$ cat src/rtl/mul_sequencer_pkg.sv
// Shared constants and FSM state encoding for the multi-cycle MUL unit.
package mul_sequencer_pkg;

  localparam logic [5:0] FUNCT_MUL  = 6'b011000;
  localparam logic [5:0] ALUCTL_MUL = 6'b011000;

  localparam int DATA_W  = 32;
  localparam int COUNT_W = 5;

  typedef enum logic [1:0] {
    IDLE = 2'd0,
    BUSY = 2'd1,
    DONE = 2'd2
  } state_t;

endpackage

$ cat src/rtl/mul_shift_add_dp.sv
// Shift-add multiplier datapath: operand/accumulator/count registers and the adder.
module mul_shift_add_dp
  import mul_sequencer_pkg::*;
(
  input  logic              clk_i,
  input  logic              rst_i,
  input  logic              load_i,
  input  logic              step_i,
  input  logic [DATA_W-1:0] a_i,
  input  logic [DATA_W-1:0] b_i,
  output logic [DATA_W-1:0] acc_next_o,
  output logic              last_o,
  output logic              zero_op_o
);

  logic [DATA_W-1:0]  mcand_q, mcand_d;
  logic [DATA_W-1:0]  mplier_q, mplier_d;
  logic [DATA_W-1:0]  acc_q, acc_d;
  logic [COUNT_W-1:0] count_q, count_d;
  logic [DATA_W-1:0]  addend;

  // Sum wraps modulo 2^32, so the low word is right for signed and unsigned operands.
  assign addend     = mplier_q[0] ? mcand_q : '0;
  assign acc_next_o = acc_q + addend;
  assign last_o     = (mplier_q[DATA_W-1:1] == '0) || (count_q == 5'd31);
  assign zero_op_o  = (a_i == '0) || (b_i == '0);

  always_comb begin
    mcand_d  = mcand_q;
    mplier_d = mplier_q;
    acc_d    = acc_q;
    count_d  = count_q;
    if (load_i) begin
      mcand_d  = a_i;
      mplier_d = b_i;
      acc_d    = '0;
      count_d  = '0;
    end else if (step_i) begin
      acc_d    = acc_next_o;
      mcand_d  = mcand_q << 1;
      mplier_d = mplier_q >> 1;
      count_d  = count_q + 5'd1;
    end
  end

  always_ff @(posedge clk_i) begin
    if (rst_i) begin
      mcand_q  <= '0;
      mplier_q <= '0;
      acc_q    <= '0;
      count_q  <= '0;
    end else begin
      mcand_q  <= mcand_d;
      mplier_q <= mplier_d;
      acc_q    <= acc_d;
      count_q  <= count_d;
    end
  end

endmodule

$ cat src/rtl/mul_sequencer.sv
// Pipeline-stalling MUL sequencer: FSM controlling a shift-add datapath.
module mul_sequencer
  import mul_sequencer_pkg::*;
(
  input  logic              Clk,
  input  logic              Rst,
  input  logic              Start,
  input  logic              Flush,
  input  logic [DATA_W-1:0] A,
  input  logic [DATA_W-1:0] B,
  output logic              Stall,
  output logic              Done,
  output logic [DATA_W-1:0] Result
);

  state_t            state_q, state_d;
  logic              done_q, done_d;
  logic [DATA_W-1:0] result_q, result_d;
  logic              load, step;
  logic [DATA_W-1:0] acc_next;
  logic              last, zero_op;

  mul_shift_add_dp u_dp (
    .clk_i      (Clk),
    .rst_i      (Rst),
    .load_i     (load),
    .step_i     (step),
    .a_i        (A),
    .b_i        (B),
    .acc_next_o (acc_next),
    .last_o     (last),
    .zero_op_o  (zero_op)
  );

  always_comb begin
    state_d  = state_q;
    done_d   = 1'b0;
    result_d = result_q;
    Stall    = 1'b0;
    load     = 1'b0;
    step     = 1'b0;
    unique case (state_q)
      IDLE: begin
        if (Start && !Flush) begin
          Stall = 1'b1;
          load  = 1'b1;
          if (zero_op) begin
            state_d  = DONE;
            done_d   = 1'b1;
            result_d = '0;
          end else begin
            state_d = BUSY;
          end
        end
      end
      BUSY: begin
        if (Flush) begin
          state_d = IDLE;
        end else begin
          Stall = 1'b1;
          step  = 1'b1;
          if (last) begin
            state_d  = DONE;
            done_d   = 1'b1;
            result_d = acc_next;
          end
        end
      end
      DONE:    state_d = IDLE;
      default: state_d = IDLE;
    endcase
    // The pipeline must not be frozen while the unit is being reset.
    if (Rst) begin
      Stall = 1'b0;
    end
  end

  always_ff @(posedge Clk) begin
    if (Rst) begin
      state_q  <= IDLE;
      done_q   <= 1'b0;
      result_q <= '0;
    end else begin
      state_q  <= state_d;
      done_q   <= done_d;
      result_q <= result_d;
    end
  end

  assign Done   = done_q;
  assign Result = result_q;

endmodule

$ cat config.mk
export PLATFORM = sky130hd
export DESIGN_NAME = mul_sequencer
export DESIGN_NICKNAME = d
export VERILOG_FILES = /design/src/rtl/mul_sequencer_pkg.sv /design/src/rtl/mul_shift_add_dp.sv /design/src/rtl/mul_sequencer.sv
export SDC_FILE = /design/constraint.sdc
export NUM_CORES = 1
export LEC_CHECK = 0
export ABC_AREA = 1
export CORE_ASPECT_RATIO = 0.7
export CORE_MARGIN = 1
export CORE_UTILIZATION = 41
export DETAILED_ROUTE_END_ITERATION = 7
export DONT_BUFFER_PORTS = 1
export PLACE_DENSITY_LB_ADDON = 0.25
export SETUP_SLACK_MARGIN = 0.05
export SLEW_MARGIN = 20
export SYNTH_ARGS = -nofsm -noshare
export SYNTH_HDL_FRONTEND = slang
export SYNTH_SLANG_ARGS = --single-unit
$ cat constraint.sdc
create_clock -name Clk -period 7.5 [get_ports Clk]
set_clock_uncertainty 0.15 [all_clocks]
set_input_delay 0.75 -clock Clk [delete_from_list [all_inputs] [get_ports Clk]]
set_output_delay 0.75 -clock Clk [all_outputs]
set_load 0.01 [all_outputs]
# == Word level (Yosys, flattened, before mapping) ==
# Cells that the tools add are included.
# classes
n_eq_ne,7
muxes,26
n_reduce_logical,13
add_sub_neg,2
# ops
cell,count
2-to-1 mux 32 bit,9
logical NOT 32 bit,2
one-hot mux 32 bit (2 select lines),1
adder 32 bit,1
logical NOT 31 bit,1
2-to-1 mux 1 bit,9
2-to-1 mux 2 bit,4
"inequality test 2 bit, second input constant",3
"adder 5 x 1 -> 5 bit, second input constant",1
"equality test 5 bit, second input constant",1
AND reduction 5 bit,1
one-hot mux 1 bit (2 select lines),2
one-hot mux 2 bit (2 select lines),1
nonzero test 2 bit,2
"inequality test 3 bit, second input constant",1
"equality test 2 x 1 -> 1 bit, second input constant",1
logical NOT 2 bit,1
logical OR 1 bit,2
"inequality test 2 x 1 -> 1 bit, second input constant",1
AND reduction 2 bit,1
OR reduction 2 bit,1
logical AND 1 bit,1
logical NOT 1 bit,1
# totals
regBits,136
inputBits,68
word_cells,55
output_inout_bits,34

# == Depth between registers and ports, before layout ==
# Gate-level depths: netlist of run 1.
# depth
ltp_word,5
mapped_depth,18
ltp_nobuf,16

# == By module ==
# A second synthesis of run 1 with hierarchy kept.
# hier_totals
cells_unflattened,1281
hier_area_um2,8499.4
# modules_own_cells
module,seq_area_each_um2,area_each_um2,n_inst,cells_per_inst
mul_shift_add_dp,2021.9,6964.2,1,1109
mul_sequencer,700.7,1535.2,1,172

# == Worst setup path before layout of run 1 ==
# Ideal clock, no wire load.
# synth_timing
path_type,reg-to-reg
start,reg u_dp.mplier_q[0]
end,reg u_dp.acc_q[16]
arrival_time_ns,2.118
n_path_buf,2
path_stages_with_launch,17
required_ns,7.236
setup_slack_ns,5.118
period_less_slack_ns,2.382
setup_time_ns,0.114
cell_sequence,dfxtp_1 clkbuf_1 clkbuf_1 nand2_1 inv_1 ha_1 fa_1 nand3_1 nand3_1 nand2_1 nand3_1 nand3_1 nand2_1 nand2_1 nand2_1 o21bai_1 inv_1
# synth_via
elab_chain_len,2
# synth_lines
item,line_no,rtl
start: declaration,mul_shift_add_dp.sv:17,"logic [DATA_W-1:0] mplier_q, mplier_d;"
start signal: assignment,mul_shift_add_dp.sv:54,mplier_q <= mplier_d;
2-to-1 mux 32 bit,mul_shift_add_dp.sv:23,assign addend = mplier_q[0] ? mcand_q : '0;
adder 32 bit,mul_shift_add_dp.sv:24,assign acc_next_o = acc_q + addend;
end signal: assignment,mul_shift_add_dp.sv:50,acc_q <= '0;
end signal: assignment,mul_shift_add_dp.sv:55,acc_q <= acc_d;
end: declaration,mul_shift_add_dp.sv:18,"logic [DATA_W-1:0] acc_q, acc_d;"
# Every way passes these cells.
# A chain may end at the register's enable or synchronous reset.

# == Worst setup path in the final report of run 1 ==
# layout_timing
start,reg state_q[1]
end,out Stall
# layout_via
elab_chain_len,3
word_cells_on_any_way,4
classes_between,eq/ne (1); mux (2); reduce/logical (1)
# layout_lines
item,line_no,rtl
start: declaration,mul_sequencer.sv:16,"state_t state_q, state_d;"
start signal: assignment,mul_sequencer.sv:84,state_q <= state_d;
equality test 2 x 1 -> 1 bit / logical NOT 2 bit (equally long branches),mul_sequencer.sv:42,unique case (state_q)
one-hot mux 1 bit (2 select lines) (*),mul_sequencer.sv:42,
2-to-1 mux 1 bit (*),mul_sequencer.sv:73,if (Rst) begin
end: declaration,mul_sequencer.sv:11,"output logic Stall,"
# Mark *: on every way between the ends. The rest lies on a longest branch, timed or not.

==> impl_results.md, run 1 <==
* Status: finished, final reports clean
* Clock network power share at 0.503
* WP data required at 6.60 ns
* Slowest CP cell: buf_4
* Synth Register Bits at 136
* Worst Hold Class: in -> reg
* I/O Pins at 102
* Post-synthesis simple-gate area fraction at 0.312
* HP Start: Rst
* Max Root-Sink Buffers at 2
* Die ar. at 21600 µm²
* Yosys top cell area share at 0.316
* Rows at 43
* Register area share after synthesis at 0.316
* DRT Pass-1 Iters at 7
* Pleak at 0.00466 µW
* Die X at 175 µm
* Total GRT Usage at 0.228
* Final nets at 1458
* Vias in the first global route at 7496
* Hold EP: u_dp.mplier_q[17]
* Cts repair resizes at 0
* Fmax at 267 MHz
* Clk_lat worst skew at 0.43 ns
* Switch Pwr at 456 µW
* Compound-cell area share of the yosys netlist at 0.169
* Fin Setup TNS at 0 ns
* Multi-input logic area at 4740 µm²
* First-pass GRT wire length at 38600 µm
* Largest net degree at the start of global routing at 102
* CTS Hold Bufs at 0
* Critical path's largest stage delay at 0.69 ns
* Worst flop-to-flop path endpoint: u_dp.mcand_q[22]
* Hold path depth at 1
* CTS Sinks at 136
* Clock slew at reported path FFs at 0.06 ns
* Syn Inst Count at 1392
* # diodes at 0
* RSZ-0062 raised after global routing: no
* R2R depth at 8
* Register area at 2720 µm²
* Crit path DAT at 2.85 ns
* Crit-path cells: nor2_2 -> nand2_4 -> inv_4 -> nor2_4 -> buf_4 -> nor2_1
* Top cells by area, synth: dfxtp_1, nand2_1, inv_1
* Worst path top cell family by delay: buffers and inverters
* Post-DRT Antenna Nets at 0
* CP bufs+invs at 2
* Worst slew pin tran at 0.874 ns
* Synth-to-Final Area Change at 8.17%
* Post-synthesis mux area share at 0
* Crit. End Element: output port
* PortBufs at 0
* Core Area at 20200 µm²
* Final Cycle Share at 0.500
* RR Startpoint: state_q[1]
* Largest family of logic cells by synthesized area: simple AND/OR/NAND/NOR gates
* Vias at 8272
* Number of synthesis warnings at 0
* Synthesized cell area at 8620 µm²
* Total CTS buffers at 17
* Max_cap viols at 0
* Worst vdd ir at 0.137 mV
* Reg2Reg Setup Slack at 4.45 ns
* Vias per inst at 5.05
* Layout cells sized above 1 at 0.0431
* Critical path launch point: state_q[1]
* Starting density of the core at 0.427
* HPWL after detailed placement at 17000 µm
* Placer Congestion at 0.957
* Synth Area in XOR/XNOR at 0.0180
* CP Class: reg -> out
* Die height at 123 µm
* Synth Area in Adders at 0.0502
* DR WL/cell at 14.4 µm
* Fillers at 2132
* Gate power share at 0.080
* Final setup vio count at 0
* CP Launch Type: flip-flop
* Post-synth net total at 1494
* Flop pwr share at 0.417
* Post-Syn Area per Cell at 6.19 µm²
* Slew headroom at 0.417
* Total routed wirelength at 23600 µm
* Maximum fanout along the worst path at 87
* Max Slew Vio Count at 0
* Overflow after GRT at 0
* Antenna violations before repair at 0
* Initial DRC Count at 669
* Post-synth cell types at 37
* Fin area at 9320 µm²
* H-tree depth at 4
* Pwr Density at 197 nW/µm²
* Yosys top cell by area: dfxtp_1
* DRC viols at 0
* Root buffer cell: clkbuf_16
* CTS tree: built
* P_int at 1380 µW
* Placement Cell Area at 8680 µm²
* Sw Share at 0.248
* Total setup buffers inserted after CTS at 0
* Crit path time final at 3.75 ns
* Final Hold Fails at 0
[power by group through the flow]
| stage | Sequential [µW] | Combinational (µW) | Clock (µW) |
|---|---|---|---|
| global placement | 782 | 143 | 0 |
| detailed placement | 782 | 145 | 0 |
| CTS | 766 | 146 | 932 |
| finish | 767 | 147 | 925 |
| floorplan | 777 | 131 | 0 |
| global route | 770 | 169 | 963 |
[layout make-up]
| type | count | share of cell area |
|---|---|---|
| clock buffers | 22 | 0.0509 |
| inverters | 225 | 0.0911 |
| well taps | 270 | 0.0362 |
| repair buffers | 5 | 0.00403 |
| flip-flops and latches | 136 | 0.292 |
| clock inverters | 10 | 0.0178 |
| multi-input cells | 971 | 0.508 |
[flip-flops by register name (all words and copies together) (netlist names)]
register,cells
u_dp.mplier_q,32
u_dp.count_q,5
u_dp.mcand_q,32
u_dp.acc_q,32
Done,1
state_q,2
Result,32
[cell families after synthesis]
| family | count (synthesis) |
|---|---|
| and+or+nand+nor | 653 |
| xor gates and xnor gates | 16 |
| buffers and inverters | 285 |
| DFF | 136 |
| adders and majority gates | 34 |
| AOI/OAI and AO/OA | 268 |
[through the flow]
step           hold WS [ns]  utilization  total power [µW]  setup slack (ns)  std cells
2_1_floorplan         0.294            -               908              5.12       1392
3_3_place_gp          0.297        0.430               924              3.83       1607
3_5_place_dp          0.301        0.430               927              3.82       1607
4_1_cts               0.228        0.462              1840              3.76       1639
5_1_grt               0.223        0.462              1900              3.48       1639
6_report              0.241        0.462              1840              3.75       1639
[synthesized netlist by cell type]
master / number
o21ai_1: 6
clkbuf_2: 1
buf_1: 1
dfxtp_1: 136
ha_1: 33
fa_1: 1
inv_4: 2
nor2_1: 113
nand3b_1: 5
nor2_2: 7
buf_4: 4
nand3_1: 76
inv_2: 2
buf_2: 20
inv_1: 221
o21ai_2: 1
buf_6: 6
a21o_1: 3
xor2_1: 14
o211ai_1: 12
o21ai_0: 93
nand2_1: 419
nor3_1: 9
nor2_4: 1
o21bai_1: 16
nand4_1: 11
xor2_2: 2
and2_1: 2
clkbuf_1: 28
nor4_1: 1
a21oi_1: 123
nand2_4: 2
nand2_2: 4
nand3_2: 2
nor2_8: 1
o21a_1: 13
a211oi_1: 1
[placed cells by master (no fill, tap or decap), types with 16 or more instances in the layout]
master     count
a21oi_1      123
clkbuf_16     17
dfxtp_1      136
ha_1          33
inv_1        221
nand2_1      419
nand3_1       76
nor2_1       113
o21ai_0       93
o21bai_1      16
[worst register-to-register path: cells and delay by family (launching register included)]
| family | cells | cell delay [ns] |
|---|---|---|
| flip-flops | 1 | 0.37 |
| AO/OA/AOI/OAI | 2 | 0.26 |
| buffers and inverters | 3 | 1.41 |
| AND/OR/NAND/NOR | 3 | 0.75 |
[per-layer routing]
layer | global-route usage | vias to the layer above | share of wire
met5 | 0 | - | 0
met4 | 0.0565 | 0 | 0.0090
met3 | 0.0455 | 17 | 0.064
met2 | 0.337 | 206 | 0.40
met1 | 0.335 | 3742 | 0.52
li1 | - | 4307 | -
[worst max-delay path by stage]
stage                     end  slack, ns  depth (start not counted)
4_1_cts                 Stall       3.76                          7
5_1_grt                 Stall       3.48                          6
3_3_place_gp            Stall       3.83                          7
3_5_place_dp            Stall       3.82                          7
6_report                Stall       3.75                          6
2_1_floorplan  u_dp.acc_q[16]       5.12                         16
Note: power is estimated with default switching activity, not from simulation.
==> inputs of run 2 (changes only) <==
Clock period 7.5 ns to 3.9 ns, I/O delays scaled along.
==> run 2 against run 1 <==
Flip-flop and latch count unchanged; setup slack got worse by 2.8 ns; largest cell class unchanged; largest power group unchanged; highest routed layer unchanged; first-iteration DRC count decreased by 9.0%; global-route usage increased by 0.41 points; final area increased by 0.17%; sequential share of layout area about the same; clock-buffer cell count decreased by 3; die area unchanged; clock power increased by 74%.
==> impl_results.md, run 2 (synthesis gave the netlist of run 1 again) <==
* Status: finished, final reports clean
* Total GRT Usage at 0.232
* Vias in the first global route at 7413
* Hold Slack at 0.0241 ns
* Worst slew pin tran at 0.655 ns
* Die X at 175 µm
* Antenna violations before repair at 0
* Slew headroom at 0.563
* Max Slew Vio Count at 0
* Maximum fanout along the worst path at 53
* Multi-input logic area at 4740 µm²
* Placer Congestion at 0.920
* Largest net degree at the start of global routing at 100
* Pwr Density at 363 nW/µm²
* RSZ-0062 raised after global routing: no
* Initial DRC Count at 609
* Final Cycle Share at 0.765
* Die ar. at 21600 µm²
* Reg2Reg Setup Slack at 1.02 ns
* Final Hold Fails at 0
* Hold EP: u_dp.mplier_q[21]
* WP data required at 3.36 ns
* Rows at 43
* Crit path DAT at 2.44 ns
* Crit path time final at 2.98 ns
* Synth-to-Final Area Change at 8.36%
* Worst vdd ir at 0.276 mV
* Worst flop-to-flop path endpoint: Result[24]
* Clock slew at reported path FFs at 0.06 ns
* H-tree depth at 4
* Total routed wirelength at 23800 µm
* First-pass GRT wire length at 39200 µm
* Placement Cell Area at 8700 µm²
* CTS tree: built
* # diodes at 0
* Max Root-Sink Buffers at 2
* DR WL/cell at 14.5 µm
* I/O Pins at 102
* Power Total at 3400 µW
* HPWL after detailed placement at 17100 µm
* Clk_lat worst skew at 0.42 ns
* DRC viols at 0
* Post-DRT Antenna Nets at 0
* R2R depth at 13
* Starting density of the core at 0.427
* Vias per inst at 5.03
* Final nets at 1463
* Total CTS buffers at 17
* CP Launch Type: flip-flop
* Register area at 2720 µm²
* Max_cap viols at 0
* CTS Sinks at 136
* Hold path depth at 2
* Fin Setup TNS at 0 ns
* Core Area at 20200 µm²
* Root buffer cell: clkbuf_16
* HP Start: B[21]
* Pleak at 0.00467 µW
* Die height at 123 µm
* Fin area at 9340 µm²
* Crit. End Element: output port
* Final setup vio count at 0
* CP Class: reg -> out
* Worst Hold Class: in -> reg
* DRT Pass-1 Iters at 6
* Fmax at 335 MHz
* Layout cells sized above 1 at 0.0459
* Commonest non-fill, non-tap cells in the layout: nand2_1, inv_1, dfxtp_1, a21oi_1, nor2_1
* Vias at 8268
* PortBufs at 0
* Overflow after GRT at 0
* Commonest non-fill, non-tap cell in the layout: nand2_1
* Fillers at 2110
* RR Startpoint: u_dp.mplier_q[0]
[run 2: area by class of cell]
type,instances,area share
clock buffers,19,0.0485
multi-input cells,971,0.507
clock inverters,12,0.0134
well taps,270,0.0362
inverters,225,0.0910
repair buffers,10,0.0123
flip-flops and latches,136,0.292
[run 2: critical path, cell delays in order (launching register included)]
cell	delay [ns]
dfxtp_1	0.38
inv_1	0.06
nor2_2	0.12
nand2_4	0.36
inv_4	0.57
nor2_4	0.21
nor2_1	0.29
[run 2: timing repair]
action | 4_1_cts | 5_1_grt
hold endpoints to repair | 99 | 0
hold buffers | 4 | 0
buffers inserted | 0 | 0
resized for setup | 0 | 0
[run 2: per-layer routing]
metal	wire length, µm	track usage	vias to the layer above	part of all wire
met2	9840	0.348	192	0.41
li1	-	-	4332	-
met5	0	0	-	0
met1	12300	0.336	3719	0.52
met4	283	0.0533	0	0.012
met3	1430	0.0510	25	0.060
[run 2: worst max-delay path by stage]
| stage | start | endpoint | slack, ns | depth (start not counted) |
|---|---|---|---|---|
| final | state_q[0] | Stall | 0.92 | 6 |
| after global routing | state_q[0] | Stall | 0.69 | 6 |
| after CTS | u_dp.mplier_q[0] | u_dp.acc_q[24] | 0.73 | 15 |
| after detailed placement | u_dp.mplier_q[0] | u_dp.acc_q[24] | 0.76 | 15 |
| after global placement | u_dp.mplier_q[0] | u_dp.acc_q[24] | 0.75 | 15 |
| after floorplan | u_dp.mplier_q[0] | u_dp.acc_q[16] | 1.52 | 16 |
[run 2: per-stage QoR]
| step | util | cells | worst slack [ns] |
|---|---|---|---|
| 4_1_cts | 0.463 | 1643 | 0.730 |
| 3_5_place_dp | 0.431 | 1608 | 0.760 |
| 3_3_place_gp | 0.431 | 1608 | 0.748 |
| 2_1_floorplan | - | 1392 | 1.52 |
| 5_1_grt | 0.463 | 1643 | 0.689 |
| 6_report | 0.463 | 1643 | 0.917 |
[run 2: power breakdown]
group | total [µW] | switching [µW] | internal, µW
clock | 1610 | 639 | 969
sequential | 1480 | 39.1 | 1440
combinational | 306 | 205 | 102
total | 3400 | 883 | 2510
==> inputs of run 3 (changes only) <==
Clock period 3.9 ns to 2.75 ns, I/O delays scaled along.
==> run 3 against run 2 <==
Via count is 4.3% higher; sequential share of layout area is 2.0 points lower; final area is 7.2% higher; register-to-register slack worse by 0.80 ns; first-iteration DRC count is 18% higher; flip-flop and latch count stayed put; final cell count is 4.1% higher; routed wire length is 6.8% higher; setup slack worse by 0.70 ns; die area stayed put; utilization is 3.3 points higher; hold slack worse by 0.015 ns; critical path type is now reg -> reg; critical endpoint is now Result[24]; largest cell class unchanged; largest power group unchanged; highest routed layer unchanged.
==> impl_results.md, run 3 (synthesis gave the netlist of run 1 again) <==
* Non-Filler Instances at 1710
* Hold EP: u_dp.mcand_q[25]
* Largest net degree at the start of global routing at 101
* Rows at 43
* Max Root-Sink Buffers at 2
* Crit path time final at 2.53 ns
* Starting density of the core at 0.427
* Core Area at 20200 µm²
* Placer Congestion at 0.929
* Total GRT Usage at 0.244
* Fin Setup TNS at 0 ns
* Power Total at 5070 µW
* Worst slew pin tran at 0.927 ns
* Fmax at 395 MHz
* First-pass GRT wire length at 40900 µm
* Pleak at 0.00495 µW
* Final setup margin at 0.217 ns
* Total routed wirelength at 25400 µm
* Final Hold Fails at 0
* Maximum fanout along the worst path at 11
* Slew headroom at 0.381
* Vias at 8624
* CTS tree: built
* Crit path DAT at 2.76 ns
* H-tree depth at 4
* Layout cells sized above 1 at 0.0514
* CP Launch Type: flip-flop
* Die ar. at 21600 µm²
* Crit-path cells: nand2_1 -> inv_1 -> ha_1 -> fa_2 -> nand3_1 -> nand3_1 -> nand2_1 -> nand3_1 -> nand2_1 -> nand3_1 -> nand2_1 -> nand3_1 -> a21oi_1
* Placed cell count at 1616
* Crit. End Element: flip-flop
* Max_cap viols at 0
* Final Cycle Share at 0.921
* Vias per inst at 5.04
* HP Start: A[25]
* Clock slew at reported path FFs at 0.07 ns
* Antenna violations before repair at 1
* Vias in the first global route at 7880
* I/O Pins at 102
* Pwr Density at 506 nW/µm²
* PortBufs at 0
* Hold path depth at 4
* Worst Hold Class: in -> reg
* Post-DRT Antenna Nets at 0
* DR WL/cell at 14.9 µm
* Pre-CTS WS at 0.115 ns
* R2R depth at 13
* Overflow after GRT at 0
* DRT Pass-1 Iters at 5
* Util after Layout at 0.496
* Critical path's largest stage delay at 0.39 ns
* Die height at 123 µm
* RSZ-0062 raised after global routing: yes
* Slowest CP cell: dfxtp_2
* CP bufs+invs at 1
* HPWL after detailed placement at 17900 µm
* Initial DRC Count at 720
* WP data required at 2.97 ns
* Status: finished, final reports clean
* Reg2Reg Setup Slack at 0.22 ns
* Worst path top cell family by delay: simple AND/OR/NAND/NOR gates
* Most used cell, CP: nand3_1
* DRC viols at 0
* CP Class: reg -> reg
* Commonest non-fill, non-tap cell in the layout: nand2_1
* Clk_lat worst skew at 0.44 ns
* Root buffer cell: clkbuf_16
* Max Slew Vio Count at 0
* CTS Sinks at 136
* Commonest non-fill, non-tap cells in the layout: nand2_1, inv_1, dfxtp_1, a21oi_1, nor2_1
* Worst vdd ir at 0.431 mV
* RR Startpoint: u_dp.mplier_q[0]
* Total CTS buffers at 17
* Worst flop-to-flop path endpoint: Result[24]
* Final setup vio count at 0
* Die X at 175 µm
* Final nets at 1528
* Total setup buffers inserted after CTS at 0
* Fillers at 2114
* Synth-to-Final Area Change at 16.1%
run 3: power by group:
group / switching (µW) / leakage [µW] / internal (µW)
Sequential: 52.4 / 0.00110 / 2040
Clock: 1000 / 0.000293 / 1440
Combinational: 317 / 0.00356 / 203
run 3: layer usage:
| metal | GRT usage | part of all wire | wire length (µm) | vias up |
|---|---|---|---|---|
| met5 | 0 | 0 | 0 | - |
| met4 | 0.0641 | 0.013 | 322 | 0 |
| met3 | 0.0569 | 0.066 | 1690 | 30 |
| met2 | 0.363 | 0.41 | 10400 | 245 |
| met1 | 0.351 | 0.51 | 13000 | 3915 |
| li1 | - | - | - | 4434 |
run 3: worst max path at each step:
stage,startpoint,to,slack (ns),depth (start not counted)
3_5_place_dp,u_dp.mplier_q[0],Result[24],0.12,13
3_3_place_gp,u_dp.mplier_q[0],u_dp.acc_q[27],0.12,15
2_1_floorplan,u_dp.mplier_q[0],u_dp.acc_q[16],0.37,16
6_report,u_dp.mplier_q[0],Result[24],0.22,13
4_1_cts,state_q[1],Stall,0.10,6
5_1_grt,u_dp.mplier_q[0],Result[21],0.04,15
run 3: final cells by class:
cell class | instances | area [µm²] | area share
Timing Repair Buffer | 74 | 736 | 0.0735
Sequential cell | 136 | 2720 | 0.272
Multi-Input combinational cell | 972 | 4740 | 0.474
Clock buffer | 17 | 425 | 0.0425
Tap cell | 270 | 338 | 0.0338
Inverter | 225 | 850 | 0.0849
Clock inverter | 15 | 190 | 0.0190
Antenna cell | 1 | 2.50 | 0.000250
run 3: repair_timing:
action                                  in CTS  in global routing
gates resized for setup                      0                  2
hold endpoints to repair                   101                  0
hold buffers                                60                  0
endpoints found under the setup margin       0                 33
run 3: stage by stage:
stage | area, µm² | hold slack (ns)
after floorplan | 8620 | 0.273
after global placement | 8760 | 0.201
after detailed placement | 8760 | 0.205
after CTS | 10000 | 0.000229
after global routing | 10000 | 0.0161
final | 10000 | 0.00894
run 3: tightest hold or removal path: cells and delay by family:
| family | cells | cell delay [ns] |
|---|---|---|
| compound gates | 2 | 0.14 |
| buf+inv | 1 | 0.07 |
| simple gates | 1 | 0.06 |
